### src/rtl/stos_pkg.sv
// Shared types and defaults for the call/return controller that drives the hardware stack.
package stos_pkg;

   typedef enum logic [2:0] {
      IDLE,
      PUSH_LO,
      PUSH_HI,
      POP_HI,
      POP_LO,
      FIN
   } stos_ster_stan_t;

   localparam int DATA_W_DEF     = 8;
   localparam int PC_W_DEF       = 16;
   localparam int STOS_ROZM_DEF  = 32;
   localparam int BAJTY_NA_ADRES = 2;

endpackage

### src/rtl/stos_wywolan_ster.sv
// CALL/RET sequencer: pushes the return address low byte first, pops it high byte first,
// and tracks stack occupancy so an address is never split across a full or empty stack.
module stos_wywolan_ster
   import stos_pkg::*;
#(
   parameter int DATA_W    = DATA_W_DEF,
   parameter int PC_W      = PC_W_DEF,
   parameter int STOS_ROZM = STOS_ROZM_DEF
) (
   input  logic              clk,
   input  logic              rst,
   input  logic              call_req,
   input  logic              ret_req,
   input  logic [PC_W-1:0]   pc_in,
   input  logic [PC_W-1:0]   cel_in,
   output logic [PC_W-1:0]   pc_out,
   output logic              pc_load,
   output logic              done,
   output logic              busy,
   output logic              err_przepeln,
   output logic              err_niedomiar,
   output logic              st_push,
   output logic              st_pop,
   output logic [DATA_W-1:0] st_dane_wy,
   input  logic [DATA_W-1:0] st_dane_we,
   input  logic              st_full,
   input  logic              st_empty
);

   localparam int OCC_W = $clog2(STOS_ROZM + 1);
   localparam logic [OCC_W-1:0] OCC_MAX_CALL = OCC_W'(STOS_ROZM - BAJTY_NA_ADRES);
   localparam logic [OCC_W-1:0] OCC_MIN_RET  = OCC_W'(BAJTY_NA_ADRES);

   if (PC_W != BAJTY_NA_ADRES * DATA_W) begin : g_pc_w_check
      $error("stos_wywolan_ster: PC_W must be exactly two stack words wide");
   end

   stos_ster_stan_t   state, state_nxt;
   logic [PC_W-1:0]   powrot;
   logic [PC_W-1:0]   cel;
   logic [DATA_W-1:0] hi;
   logic [OCC_W-1:0]  occ;
   logic              call_ok;
   logic              ret_ok;

   // A CALL needs room for both bytes, a RET needs both bytes present.
   assign call_ok = (occ <= OCC_MAX_CALL) && !st_full;
   assign ret_ok  = (occ >= OCC_MIN_RET) && !st_empty;

   // NOTE: every always_comb output gets a default first so no path leaves it unassigned (no latch).
   always_comb begin
      state_nxt = state;
      unique case (state)
         IDLE: begin
            if (call_req) begin
               if (call_ok) state_nxt = PUSH_LO;
            end else if (ret_req) begin
               if (ret_ok) state_nxt = POP_HI;
            end
         end
         PUSH_LO: state_nxt = PUSH_HI;
         PUSH_HI: state_nxt = FIN;
         POP_HI:  state_nxt = POP_LO;
         POP_LO:  state_nxt = FIN;
         FIN:     state_nxt = IDLE;
         default: state_nxt = IDLE;
      endcase
   end

   always_comb begin
      st_push    = 1'b0;
      st_pop     = 1'b0;
      st_dane_wy = '0;
      unique case (state)
         PUSH_LO: begin
            st_push    = 1'b1;
            st_dane_wy = powrot[DATA_W-1:0];
         end
         PUSH_HI: begin
            st_push    = 1'b1;
            st_dane_wy = powrot[PC_W-1:DATA_W];
         end
         POP_HI, POP_LO: st_pop = 1'b1;
         default: ;
      endcase
   end

   assign busy = (state != IDLE);

   // NOTE: sequential state uses non-blocking assignments so all flops update from pre-edge values.
   always_ff @(posedge clk or posedge rst) begin
      if (rst) begin
         state <= IDLE;
      end else begin
         state <= state_nxt;
      end
   end

   always_ff @(posedge clk or posedge rst) begin
      if (rst) begin
         occ           <= '0;
         pc_out        <= '0;
         powrot        <= '0;
         cel           <= '0;
         hi            <= '0;
         pc_load       <= 1'b0;
         done          <= 1'b0;
         err_przepeln  <= 1'b0;
         err_niedomiar <= 1'b0;
      end else begin
         pc_load       <= (state_nxt == FIN);
         done          <= (state_nxt == FIN);
         err_przepeln  <= (state == IDLE) && call_req && !call_ok;
         err_niedomiar <= (state == IDLE) && !call_req && ret_req && !ret_ok;

         if ((state == IDLE) && call_req && call_ok) begin
            powrot <= pc_in + PC_W'(1);
            cel    <= cel_in;
         end

         unique case (state)
            PUSH_LO: occ <= occ + OCC_W'(1);
            PUSH_HI: begin
               occ    <= occ + OCC_W'(1);
               pc_out <= cel;
            end
            POP_HI: begin
               hi  <= st_dane_we;
               occ <= occ - OCC_W'(1);
            end
            POP_LO: begin
               occ    <= occ - OCC_W'(1);
               pc_out <= {hi, st_dane_we};
            end
            default: ;
         endcase
      end
   end

endmodule

### config.mk
export PLATFORM = sky130hd
export DESIGN_NAME = stos_wywolan_ster
export DESIGN_NICKNAME = d
export VERILOG_FILES = /design/src/rtl/stos_pkg.sv /design/src/rtl/stos_wywolan_ster.sv
export SDC_FILE = /design/constraint.sdc
export NUM_CORES = 1
export LEC_CHECK = 0
export BUFFER_PORTS_ARGS = -buffer_cell sky130_fd_sc_hd__clkbuf_2
export CAP_MARGIN = 30
export CORE_MARGIN = 2
export CORE_UTILIZATION = 58
export CTS_CLUSTER_DIAMETER = 30
export DETAILED_ROUTE_END_ITERATION = 6
export GPL_TIMING_DRIVEN = 0
export PLACE_DENSITY = 0.83
export SLEW_MARGIN = 15
export SYNTH_ARGS = -nofsm -noshare
export SYNTH_HDL_FRONTEND = slang
export SYNTH_SLANG_ARGS = --single-unit
### constraint.sdc
create_clock -name clk -period 4.2 [get_ports clk]
set_input_delay 0.84 -clock clk [delete_from_list [all_inputs] [get_ports clk]]
set_output_delay 0.84 -clock clk [all_outputs]
set_load 0.01 [all_outputs]
==> results.py, run 1 <==
metrics = {
    "synth": {
        "synth_top_family_by_area": "multiplexers",
        "ys.warnings.count": 0,
        "netlist_instances": 297,
        "muxShareOfSynthArea_pct": 16.2,
        "syn_area_per_cell_sq_um": 11.2,
        "synth_edf_count": 0,
        "synth_compound_area_share_pct": 9.26,
        "synth-adder-area-share_pct": 2.47,
        "synth_xor_area_share_pct": 5.21,
        "ys_ff_latch": 68,
        "async_reset_ff_share_pct": 100,
        "ys_types": 38,
        "netlist_area_sq_um": 3340,
        "ys.flop_type": "dfrtp_1",
        "syn_nets": 349,
        "yosysSeqAreaShare_pct": 51.0,
        "yosys.area_share.simple_pct": 12.0,
    },
    "timing": {
        "finClkSkew_ps": 8.08,
        "tns_ps": 0,
        "rsz0062_at_grt": "no",
        "setup_ws_ps": 1510,
        "maxSlewViolCount": 0,
        "relSlewSlack_pct": 68.0,
        "worst_pin_slew_ps": 480,
        "max_freq_mhz": 372,
        "fin_crit_sh_pct": 64.0,
        "holdWs_ps": 459,
        "finalHoldViolations": 0,
        "period_minus_slack_ps": 2690,
        "setup_viol": 0,
    },
    "clock_tree": {
        "hold_buffers": 0,
        "cts_buffers": 9,
        "cts_setup_buffers": 0,
        "clk_pin_slew_ps": 70,
        "cts_tree": "yes",
        "htreeDepth": 3,
        "cts_buffer_depth": 2,
        "cts-root-buf": "clkbuf_8",
        "insertion_delay_ps": 350,
        "cts_sinks": 68,
        "cts_resized": 0,
    },
    "drt": {
        "drc_errors": 0,
        "via_per_inst": 5.47,
        "postRouteAntennaNets": 0,
        "drt_wl_total_microns": 7070,
        "drt_pass1_iterations": 7,
        "dr.first_iter.drc_count": 166,
        "num_vias": 2516,
        "wl_per_cell_microns": 15.4,
    },
    "setup_path": {
        "r2r_cells": 9,
        "cp-endpoint": "occ[5]$_DFFE_PP0P_",
        "crit_arrival_ps": 2910,
        "reg2reg_to": "occ[5]$_DFFE_PP0P_",
        "r2r_slack_ps": 1510,
        "cp-start-kind": "flip-flop",
        "path_class": "reg2reg",
        "r2r_start": "state[2]$_DFF_PP0_",
        "cp-startpoint": "state[2]$_DFF_PP0_",
        "cp-end-kind": "flip-flop",
        "crit_required_ps": 4420,
        "cp_max_fo": 10,
    },
    "hold_path": {
        "worstHoldPathType": "in2async",
    },
    "run_status": {
        "status": "finished, final reports clean",
    },
    "power_and_ir_drop": {
        "p_leak_nw": 1.94,
        "peakVddDrop_v": 0.000429,
        "power_mw": 3.01,
        "p_per_area_nw_per_um2": 755,
    },
    "global_route": {
        "grt_first_pass_wirelength_microns": 11500,
        "grt_pass1_vias": 2454,
        "grt_usage_pct": 24.0,
        "grt_max_degree": 43,
        "antenna_found_initial": 0,
        "globalRouteOverflowTotal": 0,
    },
    "final_layout": {
        "nets": 437,
        "multiInputGateArea_sq_um": 1510,
        "antennaDiodeCount": 0,
        "stdcell_area_sq_um": 3990,
        "fillers": 432,
        "drive_above_1_share_pct": 34.3,
        "syn_to_final_growth_pct": 19.5,
        "instances_no_fill": 460,
        "post-route-util_pct": 72.0,
        "seqCellArea_sq_um": 1700,
    },
    "floorplan": {
        "die-area_sq_um": 6380,
        "floorplan.core_area_sq_um": 5540,
        "start_util_pct": 60.3,
        "row_count": 27,
        "die_x_microns": 79.9,
        "boundaryPins": 77,
        "die_h_microns": 79.9,
    },
    "flow_run": {
        "drv_cap": 0,
    },
    "placed_design": {
        "placed_cells": 446,
        "dpl_cell_area_sq_um": 3830,
        "pre_cts_ws_ps": 1550,
        "hpwl_microns": 5250,
        "gp_congestion": 0.825,
        "port_buffers": 76,
    },
}
-- area by class of cell --
class                           count  share of cell area [%]
Sequential cell                    68                    42.7
Multi-Input combinational cell    208                    37.7
Timing Repair Buffer               77                    10.0
Clock buffer                       12                    3.64
Buffer                             16                    2.82
Tap cell                           72                    2.26
Inverter                            5                   0.533
Clock inverter                      2                   0.314
-- synth_stat cells, types with 2 or more instances --
master	count	area (sq um)
nor2_1	17	63.8
dfrtp_1	68	1700
xor2_1	9	78.8
nand3_1	8	40.0
inv_1	5	18.8
buf_2	3	15.0
nand2_1	40	150
a21o_1	2	15.0
a22oi_1	8	60.1
ha_1	5	62.6
o21ai_0	2	10.0
buf_4	2	15.0
xnor2_1	9	78.8
nor2b_1	3	18.8
mux2i_1	16	160
clkbuf_1	6	22.5
and2_1	2	12.5
mux2_4	17	255
o21ai_1	31	155
and3_1	4	25.0
nand4_1	3	18.8
a21oi_1	5	25.0
buf_6	4	45.0
a211oi_1	2	15.0
nor3_1	2	10.0
and4_1	2	17.5
mux2_2	11	124
-- kinds of logic (layout without fill, tap and decap cells) --
family / count (synthesis) / after routing
and+or+nand+nor: 86 / 86
DFF: 68 / 68
AOI/OAI and AO/OA: 53 / 53
muxes: 44 / 44
buffers and inverters: 21 / 112
xor gates and xnor gates: 19 / 19
adders and majority gates: 6 / 6
-- registers in the layout (all words and copies together), names as in the netlist --
signal	cells
cel	16
done	1
err_niedomiar	1
err_przepeln	1
hi	8
occ	6
pc_out	16
powrot	16
state	3
-- where the power goes --
| part | internal (mW) | leakage, nW | switching, mW | total [mW] |
|---|---|---|---|---|
| Sequential | 0.978 | 0.836 | 0.218 | 1.20 |
| Clock | 0.223 | 0.0783 | 0.231 | 0.455 |
| Combinational | 0.681 | 1.03 | 0.681 | 1.36 |
| Total | 1.88 | 1.94 | 1.13 | 3.01 |
-- layout by cell type, fill, tap and decap left out, drive strengths merged --
cell      Yosys  layout
clkbuf        6      94
dfrtp        68      68
nand2        40      40
o21ai        33      33
mux2         28      28
nor2         18      18
mux2i        16      16
buf          10      11
xnor2        10      10
xor2          9       9
nand3         8       8
a22oi         8       8
a21oi         5       5
ha            5       5
inv           5       5
and3          4       4
nand4         3       3
nor2b         3       3
nor3          3       3
and2          2       2
and4          2       2
a211oi        2       2
a21o          2       2
nand3b        1       1
a311oi        1       1
and2b         1       1
o21bai        1       1
nor4          1       1
o22ai         1       1
fa            1       1
clkinv        0       1
clkinvlp      0       1
-- worst min path at each step --
stage | start | to | slack, ps
6_report | rst | cel[4]$_DFFE_PP0P_ | 460
5_1_grt | rst | pc_out[4]$_DFFE_PP0N_ | 480
3_3_place_gp | hi[2]$_DFFE_PP0P_ | pc_out[10]$_DFFE_PP0N_ | 460
2_1_floorplan | hi[2]$_DFFE_PP0P_ | pc_out[10]$_DFFE_PP0N_ | 450
3_5_place_dp | hi[7]$_DFFE_PP0P_ | pc_out[15]$_DFFE_PP0N_ | 470
4_1_cts | rst | pc_out[4]$_DFFE_PP0N_ | 470
-- layer usage --
metal  global-route usage [%]  routed length (microns)  share of wire (%)  up-vias
met5                        0                        0                  0        -
met4                     10.7                      165                2.3        0
met3                     3.96                      288                4.1       17
met2                     39.6                     3460                 49       72
met1                     31.2                     3150                 45     1221
li1                         -                        -                  -     1206
-- worst max-delay path, cell delays in order, from the launching register on --
cell      delay [ps]
dfrtp_1          470
nand3b_1         150
buf_2            240
nand2_1          230
ha_1             350
a211oi_1         300
o21bai_1         150
a21oi_1          170
mux2_2           360
xor2_1           150
(Power assumes the default switching activity.)
==> run 2: changes to the inputs <==
--- a/config.mk
+++ b/config.mk
@@ -8,11 +8,11 @@
 export BUFFER_PORTS_ARGS = -buffer_cell sky130_fd_sc_hd__clkbuf_2
 export CAP_MARGIN = 30
 export CORE_MARGIN = 2
-export CORE_UTILIZATION = 58
+export CORE_UTILIZATION = 49
 export CTS_CLUSTER_DIAMETER = 30
 export DETAILED_ROUTE_END_ITERATION = 6
 export GPL_TIMING_DRIVEN = 0
-export PLACE_DENSITY = 0.83
+export PLACE_DENSITY = 0.75
 export SLEW_MARGIN = 15
 export SYNTH_ARGS = -nofsm -noshare
 export SYNTH_HDL_FRONTEND = slang
==> constraint.sdc (replaced) <==
create_clock -name clk -period 2.45 [get_ports clk]
set_input_delay 0.49 -clock clk [delete_from_list [all_inputs] [get_ports clk]]
set_output_delay 0.49 -clock clk [all_outputs]
set_load 0.01 [all_outputs]
==> results.py, run 2 (synthesis results as in run 1) <==
metrics = {
    "drt": {
        "drt_pass1_iterations": 4,
        "wl_met2_microns": 3330,
        "postRouteAntennaNets": 0,
        "wl_per_cell_microns": 14.9,
        "highest_layer": "met4",
        "dr.first_iter.drc_count": 115,
        "drc_errors": 0,
        "drt_wl_total_microns": 7010,
        "dr_wl_met3_microns": 270,
        "via_per_inst": 5.21,
        "num_vias": 2447,
        "drt-met1-wl_microns": 3300,
    },
    "timing": {
        "finClkSkew_ps": 7.33,
        "maxSlewViolCount": 0,
        "max_freq_mhz": 433,
        "fin_crit_sh_pct": 94.3,
        "tns_ps": 0,
        "setup_viol": 0,
        "rsz0062_at_grt": "no",
        "period_minus_slack_ps": 2310,
        "finalHoldViolations": 0,
        "worst_pin_slew_ps": 530,
        "setup_ws_ps": 138,
        "relSlewSlack_pct": 64.7,
    },
    "power_and_ir_drop": {
        "peakVddDrop_v": 0.000495,
        "p_leak_nw": 1.96,
        "p_per_area_nw_per_um2": 1310,
    },
    "placed_design": {
        "gp_congestion": 0.850,
        "pre_cts_ws_ps": -170,
        "port_buffers": 76,
        "placed_cells": 454,
        "hpwl_microns": 5020,
    },
    "setup_path": {
        "cp_slowest_stage_delay_ps": 450,
        "crit_slowest_cell": "dfrtp_2",
        "r2r_start": "state[2]$_DFF_PP0_",
        "r2r_slack_ps": 140,
        "worst-path-buf-inv": 1,
        "reg2reg_to": "occ[5]$_DFFE_PP0P_",
        "cp-end-kind": "flip-flop",
        "r2r_cells": 9,
        "crit_required_ps": 2670,
        "cp-endpoint": "occ[5]$_DFFE_PP0P_",
        "path_class": "reg2reg",
        "crit_chain": "nand3b_1 -> buf_4 -> nand2_4 -> ha_1 -> a211oi_2 -> o21bai_1 -> a21oi_1 -> mux2_2 -> xor2_1",
        "cp_max_fo": 10,
        "cpLargestDelayFamily": "compound AO/OA/AOI/OAI gates",
        "cp.depth": 9,
        "cp-startpoint": "state[2]$_DFF_PP0_",
        "cp-start-kind": "flip-flop",
        "crit_arrival_ps": 2540,
    },
    "floorplan": {
        "floorplan.core_area_sq_um": 6680,
        "start_util_pct": 50.0,
        "row_count": 30,
        "boundaryPins": 77,
        "die_h_microns": 86.5,
        "die_x_microns": 86.5,
        "die-area_sq_um": 7490,
    },
    "final_layout": {
        "mostFrequentLayoutCell": "clkbuf_2",
        "mostFrequentLayoutCells": "clkbuf_2, dfrtp_1, nand2_1",
        "largestRegisters": "cel (16), pc_out (16), powrot (16)",
        "instances_no_fill": 470,
        "drive_above_1_share_pct": 35.6,
        "nets": 437,
        "syn_to_final_growth_pct": 21.4,
        "antennaDiodeCount": 0,
    },
    "clock_tree": {
        "cts_sinks": 68,
        "cts-root-buf": "clkbuf_8",
        "cts_setup_buffers": 0,
        "htreeDepth": 3,
        "hold_buffers": 0,
        "cts_buffer_depth": 2,
        "cts_tree": "yes",
        "insertion_delay_ps": 340,
        "cts_buffers": 9,
        "clk_pin_slew_ps": 80,
    },
    "global_route": {
        "globalRouteOverflowTotal": 0,
        "antenna_found_initial": 0,
        "grt_max_degree": 36,
        "grt_pass1_vias": 2400,
        "grt_usage_pct": 19.5,
        "grt_first_pass_wirelength_microns": 11300,
    },
    "flow_run": {
        "drv_cap": 0,
    },
    "run_status": {
        "status": "finished, final reports clean",
    },
    "hold_path": {
        "worstHoldPathType": "in2async",
    },
}
[run 2: cell types whose count changed in the layout (fill, tap and decap cells not counted), sizes merged]
| cell | change |
|---|---|
| buf | -1 |
| bufinv | +1 |
| inv | +1 |
| clkinv | +1 |
| clkinvlp | +1 |
| clkbuf | -1 |
[run 2: what timing repair did]
item,in CTS,in global routing
gates cloned,0,0
resized for setup,2,5
endpoints found under the setup margin,1,1
[run 2: layout make-up]
type | instances | area, sq um
buffer | 16 | 118
multi-input combinational | 208 | 1520
fill | 556 | 2630
sequential | 68 | 1700
clock buffer | 10 | 128
tap | 80 | 100
timing repair buffer | 77 | 400
inverter | 5 | 21.3
clock inverter | 6 | 63.8
[run 2: how the worst min path moves through the flow]
stage	slack (ps)	cells after the start	end	from
2_1_floorplan	450	2	pc_out[10]$_DFFE_PP0N_	hi[2]$_DFFE_PP0P_
3_3_place_gp	460	2	pc_out[11]$_DFFE_PP0N_	hi[3]$_DFFE_PP0P_
3_5_place_dp	470	2	pc_out[9]$_DFFE_PP0N_	hi[1]$_DFFE_PP0P_
4_1_cts	140	2	cel[4]$_DFFE_PP0P_	rst
5_1_grt	170	2	pc_out[4]$_DFFE_PP0N_	rst
6_report	140	2	cel[4]$_DFFE_PP0P_	rst
[run 2: routing by layer]
layer	vias up	global-route usage, %
li1	1205	-
met1	1171	27.4
met2	61	30.3
met3	10	2.95
met4	0	8.38
met5	-	0
[run 2: worst reg2reg max path, delay by kind of cell, from the launching register on]
kind                     cells  cell delay, ps
flip-flops                   1             450
AND/OR/NAND/NOR              2             290
adder cells (fa/ha/maj)      1             260
buffers and inverters        1             200
AO/OA/AOI/OAI                3             490
XOR/XNOR                     1             140
multiplexers                 1             360
[run 2: through the flow]
step / hold slack [ps] / power (mW) / area, sq um / utilization (%)
5_1_grt: 167 / 5.68 / 4050 / 60.6
6_report: 137 / 5.30 / 4050 / 60.6
4_1_cts: 139 / 5.30 / 4040 / 60.4
3_5_place_dp: 473 / 4.37 / 3840 / 57.5
2_1_floorplan: 450 / 3.70 / 3340 / -
3_3_place_gp: 459 / 4.28 / 3820 / 57.2
[run 2: power by group]
group / switching, mW / internal (mW) / total [mW]
sequential: 0.356 / 1.68 / 2.03
combinational: 1.17 / 1.19 / 2.36
clock: 0.436 / 0.470 / 0.907
